==> config.mk <==
export PLATFORM = sky130hd
export DESIGN_NAME = fib_bin2bcd
export DESIGN_NICKNAME = d
export VERILOG_FILES = /design/src/rtl/fib_bcd_pkg.sv /design/src/rtl/bcd_digit_adj.sv /design/src/rtl/fib_bin2bcd.sv
export SDC_FILE = /design/constraint.sdc
export NUM_CORES = 1
export LEC_CHECK = 0
export ABC_AREA = 1
export CORE_MARGIN = 8
export CORE_UTILIZATION = 55
export CTS_CLUSTER_SIZE = 12
export DETAILED_ROUTE_END_ITERATION = 6
export HOLD_SLACK_MARGIN = 0.12
export PLACE_DENSITY = 0.88
export RECOVER_POWER = 50
export SYNTH_ARGS = -nofsm -noshare
export SYNTH_HDL_FRONTEND = slang
export SYNTH_SLANG_ARGS = --single-unit
==> constraint.sdc <==
create_clock -name clk -period 3.05 [get_ports clk]
set_input_delay 0.915 -clock clk [delete_from_list [all_inputs] [get_ports clk]]
set_output_delay 0.915 -clock clk [all_outputs]
set_load 0.05 [all_outputs]
==> src/rtl/fib_bcd_pkg.sv <==
// Shared types and constants for the sequential binary-to-BCD converter.
package fib_bcd_pkg;

    typedef enum logic [1:0] {
        IDLE = 2'd0,
        OP   = 2'd1,
        DONE = 2'd2
    } state_e;

    localparam int BIN_W_DEF  = 20;
    localparam int DIGITS_DEF = 7;
    localparam int BCD_W      = 4;

    // True when DIGITS decimal digits can hold every BIN_W-bit value,
    // i.e. 10^digits > 2^bin_w. Evaluated at elaboration time only.
    function automatic bit bcd_fits(input int bin_w, input int digits);
        longint unsigned p10;
        longint unsigned p2;
        if (digits >= 19) begin
            return (bin_w < 63);
        end
        if (bin_w >= 63) begin
            return 1'b0;
        end
        p10 = 1;
        for (int i = 0; i < digits; i++) begin
            p10 = p10 * 10;
        end
        p2 = 64'd1 << bin_w;
        return (p10 > p2);
    endfunction

endpackage

==> src/rtl/bcd_digit_adj.sv <==
// One BCD digit of the shift-and-add-3 step: +3 when the digit is 5 or more.
module bcd_digit_adj
    import fib_bcd_pkg::*;
(
    input  logic [BCD_W-1:0] din,
    output logic [BCD_W-1:0] dout
);

    // Per-digit correction; no carry leaves the digit because din <= 9.
    always_comb begin
        dout = din;
        if (din >= 4'd5) begin
            dout = din + 4'd3;
        end
    end

endmodule

==> src/rtl/fib_bin2bcd.sv <==
// Sequential binary-to-BCD converter, one input bit per clock, with a
// start/ready/done_tick handshake matching the upstream fibonacci core.
//
//   state | meaning
//   ------+-----------------------------------------------------------
//   IDLE  | ready=1, waits for start, then loads sh/acc/n
//   OP    | one add-3 + shift per cycle, BIN_W cycles total
//   DONE  | done_tick=1 for one cycle; bcd/nd latch on the exit edge
module fib_bin2bcd
    import fib_bcd_pkg::*;
#(
    parameter int BIN_W  = BIN_W_DEF,
    parameter int DIGITS = DIGITS_DEF
) (
    input  logic                         clk,
    input  logic                         rst,
    input  logic                         start,
    input  logic [BIN_W-1:0]             bin,
    output logic                         ready,
    output logic                         done_tick,
    output logic [BCD_W*DIGITS-1:0]      bcd,
    output logic [$clog2(DIGITS+1)-1:0]  nd
);

    localparam int ACC_W = BCD_W * DIGITS;
    localparam int CNT_W = $clog2(BIN_W + 1);
    localparam int ND_W  = $clog2(DIGITS + 1);

    if (!bcd_fits(BIN_W, DIGITS)) begin : g_digits_too_few
        $error("fib_bin2bcd: DIGITS too small to hold a BIN_W-bit value");
    end

    state_e            state_q, state_d;
    logic [BIN_W-1:0]  sh_q,    sh_d;
    logic [ACC_W-1:0]  acc_q,   acc_d;
    logic [CNT_W-1:0]  n_q,     n_d;
    logic [ACC_W-1:0]  bcd_q,   bcd_d;
    logic [ND_W-1:0]   nd_q,    nd_d;

    logic [ACC_W-1:0]  acc_adj;
    logic [ND_W-1:0]   nd_calc;

    // Add-3 correction applied to every digit of the accumulator in parallel.
    for (genvar g = 0; g < DIGITS; g++) begin : g_adj
        bcd_digit_adj u_adj (
            .din  (acc_q[BCD_W*g +: BCD_W]),
            .dout (acc_adj[BCD_W*g +: BCD_W])
        );
    end

    // Significant-digit count of the finished accumulator; zero reports one digit.
    always_comb begin
        nd_calc = ND_W'(1);
        for (int i = 0; i < DIGITS; i++) begin
            if (acc_q[BCD_W*i +: BCD_W] != '0) begin
                nd_calc = ND_W'(i + 1);
            end
        end
    end

    // Next-state and datapath control for the three-state conversion FSM.
    always_comb begin
        state_d = state_q;
        sh_d    = sh_q;
        acc_d   = acc_q;
        n_d     = n_q;
        bcd_d   = bcd_q;
        nd_d    = nd_q;

        unique case (state_q)
            IDLE: begin
                if (start) begin
                    sh_d    = bin;
                    acc_d   = '0;
                    n_d     = CNT_W'(BIN_W);
                    state_d = OP;
                end
            end
            OP: begin
                // Full-width shift drops the adjusted MSB, which is always zero
                // because the digit count covers the whole input range.
                acc_d = (acc_adj << 1) | {{(ACC_W-1){1'b0}}, sh_q[BIN_W-1]};
                sh_d  = sh_q << 1;
                n_d   = n_q - CNT_W'(1);
                if (n_q == CNT_W'(1)) begin
                    state_d = DONE;
                end
            end
            DONE: begin
                bcd_d   = acc_q;
                nd_d    = nd_calc;
                state_d = IDLE;
            end
            default: begin
                state_d = IDLE;
            end
        endcase
    end

    // State and datapath registers; reset discards any conversion in flight.
    always_ff @(posedge clk) begin
        if (rst) begin
            state_q <= IDLE;
            sh_q    <= '0;
            acc_q   <= '0;
            n_q     <= '0;
            bcd_q   <= '0;
            nd_q    <= ND_W'(1);
        end else begin
            state_q <= state_d;
            sh_q    <= sh_d;
            acc_q   <= acc_d;
            n_q     <= n_d;
            bcd_q   <= bcd_d;
            nd_q    <= nd_d;
        end
    end

    assign ready     = (state_q == IDLE);
    assign done_tick = (state_q == DONE);
    assign bcd       = bcd_q;
    assign nd        = nd_q;

endmodule
==> flow_metrics.py <==
metrics = {
    "run": {
        "maxCapViolCount": 0,
    },
    "power_and_ir_drop": {
        "pwr-share-comb": 0.105,
        "p_leak_nw": 1.875,
        "pwr-share-clk": 0.376,
        "vdd_drop_max_mv": 0.3295,
        "power.density_mw_per_mm2": 489.0,
        "p_sw_frac": 0.2454,
        "pwr-share-seq": 0.519,
        "power.internal_mw": 1.726,
        "p_sw_uw": 561.3,
        "p_total_mw": 2.287,
    },
    "synth": {
        "synth_largest_area_cell": "dfxtp_1",
        "synth.area.top_cells": "dfxtp_1 44%, a21oi_1 9.9%, nand2_1 8.9%",
        "syn_area_mm2": 0.003900,
        "synthFlopType": "dfxtp_1",
        "yosysWarnings": 0,
        "synth.most_common_cell": "nand2_1",
        "syn_inst": 519,
        "synth_top_area_frac": 0.4415,
        "synth_edf_count": 0,
        "ys_seq_area_frac": 0.4415,
        "syn_nets": 561,
        "ys_ff_latch": 86,
        "ys_async_sr_fraction": 0,
        "avgSynthCellArea_um2": 7.514,
        "synth.distinct_cells": 28,
        "synthTopCellsByCount": "92 x nand2_1, 86 x dfxtp_1, 77 x a21oi_1",
    },
    "clock_tree": {
        "post_cts_buffers": 0,
        "cts_resized": 0,
        "cts-root-buf": "clkbuf_8",
        "cts_tree": "yes",
        "htreeDepth": 3,
        "postCtsHoldBufs": 0,
        "clock_path_buffers": 2,
        "clk_latency_ns": 0.35,
        "cts.clk_slew.worst_paths_ns": 0.08,
        "cts_sinks": 86,
        "cts_made_buffers": 9,
    },
    "timing": {
        "timing.setup.tns_ns": 0,
        "drv_slew": 0,
        "worst-slew-pin-transition_ns": 0.9891,
        "timing.fmax_mhz": 381.3,
        "slew_headroom": 0.3399,
        "min_period_over_period": 0.8599,
        "skew_ns": 0.006403,
        "rsz0062_at_grt": "false",
        "finalCriticalPeriod_ns": 2.623,
        "hold_slack_ns": 0.4815,
        "finalWorstSetupSlack_ns": 0.4272,
        "timing.final.hold_violations": 0,
        "setup-violations-final": 0,
    },
    "routing": {
        "dr.pass1.iters": 5,
        "wl_um": 8887,
        "vias_per_cell": 5.386,
        "vias": 3560,
        "route.detailed.drc": 0,
        "ant_nets": 0,
        "routedWlPerCell_um": 13.44,
        "drtIter0Drc": 158,
    },
    "critical_path": {
        "cpMaxStageDelayCell": "inv_1",
        "path_class": "reg2out",
        "r2r-end": "nd[1]",
        "reg2reg_depth": 7,
        "cp_max_fo": 18,
        "worst_path_most_repeated_cell": "inv_1",
        "cpLargestDelayFamily": "buffers and inverters",
        "arrival_ns": 1.71,
        "reg2reg_from": "state_q[0]",
        "critPathCaptureType": "output port",
        "critPathLaunch": "state_q[0]",
        "worst-path-buf-inv": 3,
        "rrSetupSlack_ns": 0.47,
        "crit_chain": "inv_1 -> nand2_2 -> inv_1 -> buf_12",
        "cp_slowest_stage_delay_ns": 0.46,
        "critPathRequiredTime_ns": 2.13,
        "startpoint_type": "flip-flop",
    },
    "layout": {
        "drive_above_1_share": 0.04071,
        "regArea_mm2": 0.001722,
        "diodes": 0,
        "instances_no_fill": 661,
        "fin_area_mm2": 0.004677,
        "area_delta_synth_final_pct": 19.92,
        "multi_input_area_mm2": 0.001832,
        "num-fill-cells": 591,
        "post-route-util": 0.6846,
        "finish.net_count": 604,
    },
    "placed_design": {
        "postPlaceCellArea_mm2": 0.004474,
        "post-dp-hpwl_um": 6104,
        "gp_congestion": 0.8008,
        "io_buffers": 55,
        "placedCellCount": 647,
        "preCtsSetupSlack_ns": 0.7210,
    },
    "floorplan": {
        "core_mm2": 0.006832,
        "fp.dieArea_mm2": 0.01004,
        "start_util": 0.5709,
        "rows": 30,
        "die_y_um": 100.2,
        "ios": 56,
        "fp.dieW_um": 100.2,
    },
    "global_route": {
        "grt_pass1_vias": 3505,
        "grt_overflow_total": 0,
        "grt_pass1_wl_um": 15330,
        "grtUsageTotal": 0.1847,
        "grt_start_max_net_pins": 58,
        "antenna_found_initial": 0,
    },
    "worst_hold_path": {
        "min_from": "sh_q[15]",
        "min_path_type": "reg2reg",
        "min_path_cells": 2,
        "whs_endpoint": "sh_q[15]",
    },
    "run_status": {
        "status": "completed",
    },
}
[power by group through the flow]
stage | clock, mW | combinational [mW] | sequential (mW)
2_1_floorplan | 0 | 0.158 | 1.22
3_3_place_gp | 0 | 0.233 | 1.21
3_5_place_dp | 0 | 0.241 | 1.21
4_1_cts | 0.871 | 0.241 | 1.19
5_1_grt | 0.912 | 0.263 | 1.19
6_report | 0.860 | 0.240 | 1.19
[routing by layer]
layer,vias up,GRT usage,part of all wire
met1,1629,0.2102,0.44
met3,8,0.05882,0.073
met4,0,0.06279,0.0096
li1,1812,-,-
met5,-,0,0
met2,111,0.3174,0.48
[worst reg2reg max path, delay by kind of cell, from the launching register on]
family / cells / cell delay [ns]
AO/OA/AOI/OAI: 1 / 0.25
AND/OR/NAND/NOR: 3 / 0.53
buffers and inverters: 3 / 1.38
flip-flops: 1 / 0.33
[logic make-up (layout without fill, tap and decap cells)]
family,Yosys count,after routing,synth area share
buf+inv,78,124,0.08822
flops,86,86,0.4414
compound gates,162,162,0.2188
xor+xnor,6,6,0.01347
simple gates,168,168,0.1771
fa+ha+maj,19,19,0.06096
[cells in the final DEF, fill, tap and decap left out, types with 2 or more instances in the layout]
cell,n
a21oi_1,77
a31oi_1,3
buf_12,2
buf_4,2
bufinv_16,2
clkbuf_2,2
clkbuf_8,10
clkdlybuf4s50_1,52
dfxtp_1,86
dlygate4sd3_1,2
ha_1,19
inv_1,49
nand2_1,93
nand3_1,29
nand4_1,4
nor2_1,39
o211ai_1,4
o21ai_0,58
o22ai_1,16
xnor2_1,2
xor2_1,4
[worst max-delay path by stage]
stage,end,depth (start not counted)
floorplan,done_tick,5
global placement,n_q[2],7
detailed placement,n_q[2],7
CTS,ready,2
global route,nd[1],7
finish,done_tick,4
[sequential cells by signal, indices dropped and copies added, names as in the netlist]
name and count:
acc_q 28, bcd 28, n_q 5, nd 3, sh_q 20, state_q 2
[cell type report]
class,instances,area share
Tap cell,96,0.02568
Timing Repair Buffer,60,0.1295
Clock inverter,4,0.01552
Sequential cell,86,0.3681
Inverter,50,0.04013
Clock buffer,10,0.02943
Multi-Input combinational cell,355,0.3917
No activity file was read; power rests on OpenSTA's default activity.
==> variant: new RTL, same settings <==
Set the package constant `BCD_W` to 6 (it was 4).
--- a/src/rtl/fib_bcd_pkg.sv
+++ b/src/rtl/fib_bcd_pkg.sv
@@ -9,7 +9,7 @@
 
     localparam int BIN_W_DEF  = 20;
     localparam int DIGITS_DEF = 7;
-    localparam int BCD_W      = 4;
+    localparam int BCD_W      = 6;
 
     // True when DIGITS decimal digits can hold every BIN_W-bit value,
     // i.e. 10^digits > 2^bin_w. Evaluated at elaboration time only.
Interface: changed (resized bcd); port bits go from 56 to 70. No check against the original RTL was run, so the function may have changed too.
==> variant against the unedited design <==
  * The flow now finishes with violations (max-capacitance violations)
  * Design area increased by 35%
  * Via count increased by 36%
  * Worst setup slack got worse by 0.22 ns
  * Synthesized area increased by 27%
  * Sequential cell count increased by 28
  * Clock skew decreased by 0.0013 ns
  * Wire length increased by 49%
  * Hold slack got worse by 0.0093 ns
  * Register-to-register slack improved by 0.16 ns
  * Total power increased by 79%
  * Critical path depth decreased by 1
  * Highest routed layer unchanged
==> variant: results <==
set metrics [dict create \
    hold-worst-slack_ns 0.472 \
    finalClockSkew_ns 0.00511 \
    dpl_cell_area_um2 5690 \
    violations "max-capacitance violations" \
    cp_max_fo 3 \
    rr_endpoint "nd[2]$_SDFFE_PP0P_" \
    dp_hpwl_mm 8.13 \
    first_iter_violations 442 \
    clkTransAtPathRegs_ns 0.06 \
    ir_worst_vdd_uv 386 \
    timing.final.ws_setup_ns 0.209 \
    r2r_start "state_q[1]$_SDFFE_PP0P_" \
    synth.net_count 698 \
    yosysSeqAreaShare_pct 46.1 \
    power.net_switching_w 0.000915 \
    hold_end "sh_q[0]$_SDFFE_PP0P_" \
    r2r_cells 8 \
    critical_path.max_stage_delay_ns 0.81 \
    gp_routability_congestion 0.866 \
    place_ws_ns 0.578 \
    cp.arrival_ns 1.93 \
    fin_cells 844 \
    rrSetupSlack_ns 0.63 \
    num_vias 4854 \
    grt_pass1_vias 4681 \
    synth-compound-area-share_pct 23.2 \
    status "finished with violations" \
    numCtsBuffers 17 \
    met1_usage_pct 23.8 \
    drt-met1-wl_mm 5.40 \
    worst_slew_pin_slew_ns 1.49 \
    wl_met3_um 924 \
    cap_viol_max_count 1 \
    grt_max_degree 89 \
    crit_path_top_delay_cell "clkdlybuf4s50_1" \
    dr_wl_met2_mm 6.49 \
    hp-start "sh_q[0]$_SDFFE_PP0P_" \
    grtUsageMet2_pct 35.0 \
    synthXorXnorAreaFrac_pct 0.177 \
    use_met3_pct 6.33 \
    clk_latency_ns 0.52 \
]
variant: power by group through the flow:
stage | Sequential, W | Clock, W | Combinational [W]
finish | 0.00157 | 0.00221 | 0.000315
global route | 0.00157 | 0.00230 | 0.000342
CTS | 0.00157 | 0.00221 | 0.000317
detailed placement | 0.00159 | 0 | 0.000311
global placement | 0.00159 | 0 | 0.000302
floorplan | 0.00163 | 0 | 0.000183
variant: layout make-up:
| type | count | area [um^2] | area share (%) |
|---|---|---|---|
| Clock inverter | 9 | 173 | 2.73 |
| Multi-Input combinational cell | 437 | 2220 | 35.1 |
| Tap cell | 108 | 135 | 2.13 |
| Inverter | 78 | 295 | 4.66 |
| Clock buffer | 23 | 497 | 7.85 |
| Sequential cell | 114 | 2280 | 36.0 |
| Timing Repair Buffer | 75 | 727 | 11.5 |
variant: worst max-delay path: cells and delay by family (launching register included):
family / cells / cell delay (ns)
buffers and inverters: 2 / 0.94
DFF: 1 / 0.34
and+or+nand+nor: 1 / 0.12
